## src/rtl/npu_lsu_arb.sv

```systemverilog
// Round-robin arbiter sharing one LSU read/write slave port among N_REQ engines.
// One requester and one op are locked until the LSU reports completion.

module npu_lsu_arb_lane #(
  parameter int IW = 2,
  parameter int K  = 0
) (
  input  logic          r_valid,
  input  logic          w_valid,
  input  logic [IW-1:0] ptr,
  output logic          pend,
  output logic          pend_hi
);
  localparam logic [IW-1:0] KI = IW'(K);

  // pend_hi marks lanes at or above the pointer, i.e. ahead in this round
  assign pend    = r_valid | w_valid;
  assign pend_hi = pend & (KI >= ptr);
endmodule

module npu_lsu_arb #(
  parameter int N_REQ  = 4,
  parameter int ADDR_W = 32,
  parameter int DATA_W = 32
) (
  input  logic                        clk_i,
  input  logic                        arstn_i,
  input  logic [N_REQ-1:0]            req_r_valid_i,
  input  logic [N_REQ*ADDR_W-1:0]     req_r_addr_i,
  input  logic [N_REQ-1:0]            req_rd_ready_i,
  output logic [N_REQ-1:0]            req_r_ready_o,
  output logic [DATA_W-1:0]           req_r_data_o,
  input  logic [N_REQ-1:0]            req_w_valid_i,
  input  logic [N_REQ*ADDR_W-1:0]     req_w_addr_i,
  input  logic [N_REQ*DATA_W-1:0]     req_w_data_i,
  input  logic [N_REQ*DATA_W/8-1:0]   req_w_strb_i,
  output logic [N_REQ-1:0]            req_w_ready_o,
  output logic                        lsu_r_valid_o,
  output logic [ADDR_W-1:0]           lsu_r_addr_o,
  output logic                        lsu_rd_ready_o,
  input  logic                        lsu_r_ready_i,
  input  logic [DATA_W-1:0]           lsu_r_data_i,
  output logic                        lsu_w_valid_o,
  output logic [ADDR_W-1:0]           lsu_w_addr_o,
  output logic [DATA_W-1:0]           lsu_w_data_o,
  output logic [DATA_W/8-1:0]         lsu_w_strb_o,
  input  logic                        lsu_w_ready_i,
  output logic [N_REQ-1:0]            grant_o,
  output logic                        busy_o
);
  localparam int IW = (N_REQ > 1) ? $clog2(N_REQ) : 1;
  localparam int SW = DATA_W / 8;

  localparam logic [0:0] IDLE   = 1'b0;
  localparam logic [0:0] LOCKED = 1'b1;
  localparam logic       OP_RD  = 1'b0;
  localparam logic       OP_WR  = 1'b1;

  typedef struct packed {
    logic [0:0]    st;
    logic          op;
    logic [IW-1:0] idx;
    logic [IW-1:0] ptr;
  } own_t;

  logic [N_REQ-1:0][ADDR_W-1:0] r_addr, w_addr;
  logic [N_REQ-1:0][DATA_W-1:0] w_data;
  logic [N_REQ-1:0][SW-1:0]     w_strb;

  assign r_addr = req_r_addr_i;
  assign w_addr = req_w_addr_i;
  assign w_data = req_w_data_i;
  assign w_strb = req_w_strb_i;

  own_t             own;
  logic [N_REQ-1:0] grant;
  logic [N_REQ-1:0] pend, pend_hi;
  logic [IW-1:0]    pick;
  logic [N_REQ-1:0] pick_oh;
  logic             any, rd_own, wr_own, done;

  genvar k;
  generate
    for (k = 0; k < N_REQ; k++) begin : g_lane
      npu_lsu_arb_lane #(.IW(IW), .K(k)) u_lane (
        .r_valid (req_r_valid_i[k]),
        .w_valid (req_w_valid_i[k]),
        .ptr     (own.ptr),
        .pend    (pend[k]),
        .pend_hi (pend_hi[k])
      );
    end
  endgenerate

  // Lowest pending lane at/after the pointer wins; otherwise wrap to the lowest pending lane.
  always_comb begin
    pick = '0;
    for (int i = N_REQ - 1; i >= 0; i--)
      if (pend[i]) pick = IW'(i);
    for (int i = N_REQ - 1; i >= 0; i--)
      if (pend_hi[i]) pick = IW'(i);
    pick_oh       = '0;
    pick_oh[pick] = 1'b1;
  end

  assign any    = |pend;
  assign rd_own = (own.st == LOCKED) && (own.op == OP_RD);
  assign wr_own = (own.st == LOCKED) && (own.op == OP_WR);
  assign done   = (rd_own & lsu_r_ready_i) | (wr_own & lsu_w_ready_i);

  always_ff @(posedge clk_i or negedge arstn_i) begin
    if (!arstn_i) begin
      own.st  <= IDLE;
      own.op  <= OP_RD;
      own.idx <= '0;
      own.ptr <= '0;
      grant   <= '0;
    end else begin
      case (own.st)
        IDLE: begin
          if (any) begin
            own.st  <= LOCKED;
            own.idx <= pick;
            own.op  <= req_r_valid_i[pick] ? OP_RD : OP_WR;
            grant   <= pick_oh;
          end
        end
        default: begin
          // Only LSU completion releases the lock; dropped valids are ignored.
          if (done) begin
            own.st  <= IDLE;
            grant   <= '0;
            own.ptr <= (own.idx == IW'(N_REQ - 1)) ? '0 : own.idx + 1'b1;
          end
        end
      endcase
    end
  end

  assign lsu_r_valid_o  = rd_own & req_r_valid_i[own.idx];
  assign lsu_r_addr_o   = rd_own ? r_addr[own.idx] : '0;
  assign lsu_rd_ready_o = rd_own & req_rd_ready_i[own.idx];

  assign lsu_w_valid_o  = wr_own & req_w_valid_i[own.idx];
  assign lsu_w_addr_o   = wr_own ? w_addr[own.idx] : '0;
  assign lsu_w_data_o   = wr_own ? w_data[own.idx] : '0;
  assign lsu_w_strb_o   = wr_own ? w_strb[own.idx] : '0;

  assign req_r_ready_o  = (rd_own & lsu_r_ready_i) ? grant : '0;
  assign req_w_ready_o  = (wr_own & lsu_w_ready_i) ? grant : '0;
  assign req_r_data_o   = lsu_r_data_i;

  assign grant_o        = grant;
  assign busy_o         = (own.st == LOCKED);
endmodule
```

## config.mk

```make
export PLATFORM = sky130hd
export DESIGN_NAME = npu_lsu_arb
export DESIGN_NICKNAME = d
export VERILOG_FILES = /design/src/rtl/npu_lsu_arb.sv
export SDC_FILE = /design/constraint.sdc
export NUM_CORES = 1
export LEC_CHECK = 0
export ABC_CLOCK_PERIOD_IN_PS = 2000
export CAP_MARGIN = 25
export CORE_AREA = 2 2 230 232
export CTS_CLUSTER_DIAMETER = 60
export DETAILED_ROUTE_END_ITERATION = 8
export DIE_AREA = 0 0 232 234
export MAX_ROUTING_LAYER = met4
export SYNTH_ARGS = -nofsm -noshare
export SYNTH_HDL_FRONTEND = slang
export SYNTH_SLANG_ARGS = --single-unit
```

## constraint.sdc

```tcl
create_clock -name clk_i -period 2 [get_ports clk_i]
set_input_delay 0.3 -clock clk_i [delete_from_list [all_inputs] [get_ports clk_i]]
set_output_delay 0.3 -clock clk_i [all_outputs]
set_load 0.02 [all_outputs]
```

**Word-level counts from Yosys, hierarchy flattened**

Cells that the tools add are included.
W data, S select, Z words.

- Register bits: 10
- Bits of input ports: 448
- Output and inout port bits: 148
- Word-level logic and storage cells: 79

- Add/sub/neg operators: 1
- $lt $le $gt $ge: 7
- Eq/ne operators: 2
- Multiplexer cells: 40
- Bitwise operators: 16
- Reductions and logical operators: 8

Operator list:

| cell | count |
|---|---|
| $bmux W32 S2 | 3 |
| $mux W32 | 6 |
| $mux W4 | 8 |
| $mux W2 | 9 |
| $and A1 B1 Y1 | 9 |
| $bmux W1 S2 | 4 |
| $bmux W4 S2 | 1 |
| $mux W1 | 8 |
| $lt A2 B3 Y1 const B | 2 |
| $reduce_and A2 Y1 | 3 |
| $or A1 B1 Y1 | 5 |
| $ge A1 B2 Y1 const A | 2 |
| $ge A2 B2 Y1 const A | 2 |
| $reduce_or A4 Y1 | 1 |
| $logic_and A1 B1 Y1 | 3 |
| $add A2 B1 Y2 const B | 1 |
| $demux W1 S2 | 1 |
| $eq A2 B2 Y1 const B | 1 |
| $ge A2 B1 Y1 const B | 1 |
| $ne A2 B1 Y1 const B | 1 |
| $not A1 Y1 | 2 |
| $reduce_bool A2 Y1 | 1 |

**Longest topological paths before layout**

- Word-level depth: 15
- Depth in mapped cells: 6
- Depth with buffers taken out: 5

**By module**

A second synthesis with hierarchy kept.

- Cell total of the unflattened synthesis: 340
- Area, all modules: 4041.4 um^2

By module, submodules not included:

| module | instances | cells each | area each (um^2) | sequential area each (um^2) |
|---|---|---|---|---|
| npu_lsu_arb | 1 | 332 | 3982.6 | 250.2 |
| npu_lsu_arb_lane at g_lane[0].u_lane ... | 2 | 2 | 13.8 | 0.0 |
| npu_lsu_arb_lane at g_lane[1].u_lane | 1 | 2 | 16.3 | 0.0 |
| npu_lsu_arb_lane at g_lane[2].u_lane | 1 | 2 | 15.0 | 0.0 |

**Least setup slack after synthesis**

OpenSTA, ideal clock, no wires.

- Kind: flip-flop to output port
- Start: register own[2] in the netlist's numbering
- End: output port lsu_r_addr_o[14]
- Arrival: 1.613 ns
- Required time: 1.700 ns
- Slack: 0.087 ns
- Stages on the path, launching flop included: 6
- Path buffers: 3
- Cells stage by stage: dfrtp_1 clkbuf_1 buf_6 buf_4 mux4_2 and2_1

- Cells in the longest elaborated chain, start to end: 3

Ends and longest elaborated chain:

| item | RTL line | text |
|---|---|---|
| start, declared | 75 | `own_t own;` |
| $bmux W32 S2 | 141 | `assign lsu_r_addr_o = rd_own ? r_addr[own.idx] : '0;` |
| $mux W32 (implied by the code) | 141 |  |
| $mux W32 | 141 |  |
| end, declared | 39 | `output logic [ADDR_W-1:0] lsu_r_addr_o,` |

Every way passes these cells. The select of a mux whose other input is x is not followed.

**Worst setup path in the final report**

- Start: register own[2] in the netlist's numbering
- End: output port lsu_w_addr_o[29]

- Cells in the longest elaborated chain, start to end: 3

Ends and longest elaborated chain:

| item | RTL line | text |
|---|---|---|
| $bmux W32 S2 | 145 | `assign lsu_w_addr_o = wr_own ? w_addr[own.idx] : '0;` |
| $mux W32 (implied by the code) | 145 |  |
| $mux W32 | 145 |  |
| end, declared | 44 | `output logic [ADDR_W-1:0] lsu_w_addr_o,` |

Every way passes these cells. The select of a mux whose other input is x is not followed.

==> flow_metrics.env <==
export IMPL_status="complete, but fails checks"
export IMPL_violations="setup timing"
export IMPL_synth_flop_cell="dfrtp_1"
export IMPL_worst_ep_arrival_time_ns=1.99
export IMPL_worstMarginPinSlew_ns=0.4931
export IMPL_gp_congestion=0.9219
export IMPL_start_kind="flip-flop"
export IMPL_finalCritPeriodShare_pct=114.4
export IMPL_core_sq_mm=0.05202
export IMPL_hold_violations=0
export IMPL_r2r_start="own[1]$_DFFE_PN0P_"
export IMPL_synth_top_area_share_pct=57.74
export IMPL_start_util_pct=7.722
export IMPL_vias=5419
export IMPL_layout_nets=1333
export IMPL_ff2ff_setup_slack_ns=0.38
export IMPL_rr_endpoint="own[4]$_DFFE_PN0P_"
export IMPL_ir_worst_vdd_v=0.0005898
export IMPL_syn_inst=342
export IMPL_path_max_fanout=16
export IMPL_synth_avg_cell_area_sq_um=11.75
export IMPL_clock_sinks=10
export IMPL_area_growth_syn_to_layout_pct=160.2
export IMPL_rsz0062_at_grt="yes"
export IMPL_seqCellArea_sq_um=257.7
export IMPL_cp_buffers_inverters=3
export IMPL_dr_pass1_iters=4
export IMPL_hold_buffers=0
export IMPL_hold_slack_ns=0.4030
export IMPL_endpoint_kind="output port"
export IMPL_wl_per_cell_um=18.51
export IMPL_clkLatencyLatePin_ns=0.23
export IMPL_cap_violations=0
export IMPL_ctsLongestPathBuffers=2
export IMPL_finalSetupTns_ns=-17.60
export IMPL_cp_endpoint="lsu_w_addr_o[29]"
export IMPL_critPathTopFamily="buffers and inverters"
export IMPL_multi_input_area_sq_mm=0.003366
export IMPL_track_usage_pct=9.781
export IMPL_startpoint="own[2]$_DFFE_PN0P_"
export IMPL_synth_edf_count=0
export IMPL_ys_seq_area_share_pct=6.229
export IMPL_numCtsBuffers=3
export IMPL_powerDensity_mw_per_mm2=1088
export IMPL_die_area_sq_mm=0.05429
export IMPL_htree_num_levels=1
export IMPL_yosysMostFrequentCell="and2_1"
export IMPL_slew_viol_final=0
export IMPL_ys_async_sr_fraction_pct=100.0
export IMPL_synthesis_area_sq_mm=0.004018
export IMPL_slowest_stage="mux4_2"
export IMPL_path_class="reg2out"
export IMPL_reg2reg_depth=5
export IMPL_drt_iter0_drc=140
export IMPL_fmax_ghz=0.4371
export IMPL_synth_cell_types=31
export IMPL_place_area_sq_mm=0.01036
export IMPL_synth_top_cell_by_area="mux4_2"
export IMPL_wl_um=29150
export IMPL_grt_overflow=0
export IMPL_finalPower_mw=11.37
export IMPL_synth_area_leaders="mux4_2 58%, and2_1 16%, buf_4 6.9%"
export IMPL_ys_warn_count=0
export IMPL_nFillCells=5694
export IMPL_dieHeight_um=234
export IMPL_worst_hold_path_type="in2async"
export IMPL_crit_cells=5
export IMPL_grt_max_degree=50
export IMPL_max_slew_margin_rel_pct=67.02
export IMPL_fin_util_pct=20.10
export IMPL_crit_path_cell_trace="buf_12 -> buf_6 -> mux4_2 -> and2_1 -> dlygate4sd2_1"
export IMPL_portBuffers=531
export IMPL_ant_nets=0
export IMPL_finalClockSkew_ns=0.001255
export IMPL_finalSetupViolations=103
export IMPL_required_ns=1.70
export IMPL_grt_pass1_vias=5848
export IMPL_antenna_found_initial=3
export IMPL_fin_cells=1575
export IMPL_dp_final_hpwl_um=25310
export IMPL_place_ws_ns=-0.3704
export IMPL_post_route_drc_count=0
export IMPL_syn_nets=791
export IMPL_slowest_delay_ns=0.48
export IMPL_dp_cells=1553
export IMPL_leakagePower_nw=4.058
export IMPL_avgViaCountPerCell=3.441
export IMPL_pin_count=596
export IMPL_num_rows=84
export IMPL_cts_tree="built"
export IMPL_drive_gt1_share_pct=34.65
export IMPL_clkTransAtPathRegs_ns=0.04
export IMPL_ys_ff_latch=10
export IMPL_die_width_um=232
export IMPL_layout_setup_ws_ns=-0.2879
export IMPL_min_period_ns=2.288
export IMPL_yosys_top_cells_count="104 x and2_1, 103 x mux4_2, 37 x buf_4, 16 x clkbuf_1, 14 x buf_2"
export IMPL_grt_pass1_wl_um=38550
export IMPL_root_buffer="clkbuf_16"
export IMPL_final_area_sq_mm=0.01046
==> how the worst min path moves through the flow <==
stage                       startpoint                  to  slack, ns  depth (start not counted)
floorplan                      arstn_i    busy_o$_DFF_PN0_      0.004                          0
global placement    own[0]$_DFFE_PN0P_  own[0]$_DFFE_PN0P_       0.55                          2
detailed placement  own[0]$_DFFE_PN0P_  own[0]$_DFFE_PN0P_       0.55                          2
CTS                            arstn_i  own[1]$_DFFE_PN0P_       0.43                          1
global route                   arstn_i  own[1]$_DFFE_PN0P_       0.45                          1
finish                         arstn_i  own[1]$_DFFE_PN0P_       0.40                          1
==> sequential cells by signal, indices dropped and copies added, names as in the netlist <==
name     flops
busy_o       1
grant_o      4
own          5
==> repair_timing <==
action                                  in CTS  in global routing
resized for setup                          247                111
hold endpoints to repair                     0                  0
gates cloned                                 0                  2
pin swaps                                    0                  3
endpoints found under the setup margin     111                111
buffers inserted                             3                  9
==> cell type report <==
cell class	count	area share (%)
sequential	10	2.465
inverter	3	0.1077
timing repair buffer	606	56.06
antenna	4	0.09574
tap	688	8.234
clock buffer	4	0.8497
multi-input combinational	260	32.19
==> cell families (layout without fill, tap and decap cells) <==
kind of cell,Yosys count,in the layout,share of synthesized area [%]
adder cells (fa/ha/maj),1,1,0.3114
other,0,4,0
flip-flops,10,10,6.229
AO/OA/AOI/OAI,18,18,3.301
buffers and inverters,72,613,10.99
multiplexers,107,107,58.86
AND/OR/NAND/NOR,134,134,20.31
==> power by group <==
group,internal [mW],switching (mW),total (mW)
clock network,0.300,0.0903,0.391
registers,0.317,0.149,0.466
logic,5.77,4.74,10.5
==> cells in the final DEF (no fill, tap or decap), types with 3 or more instances in the layout <==
cell type,Yosys,final
mux2_2,4,4
and2_4,0,13
dlymetal6s2s_1,0,8
clkbuf_2,0,29
nand2_1,6,6
inv_1,3,3
buf_4,37,56
clkbuf_16,0,5
and2_1,104,91
dlygate4sd2_1,0,3
and3_1,8,8
buf_2,14,32
diode_2,0,4
clkdlybuf4s50_1,0,420
o21ai_0,6,6
clkdlybuf4s15_2,0,22
nor2_1,6,6
buf_6,2,17
buf_12,0,14
mux4_2,103,103
dfrtp_1,10,8
==> routing by layer <==
layer	wire [um]	part of all wire, %	GRT usage, %
met1	11140	38	11.10
met2	14650	50	17.44
met3	2836	9.7	2.468
met4	524	1.8	1.803
met5	0	0	-
Power figures use the tool's default switching activity.
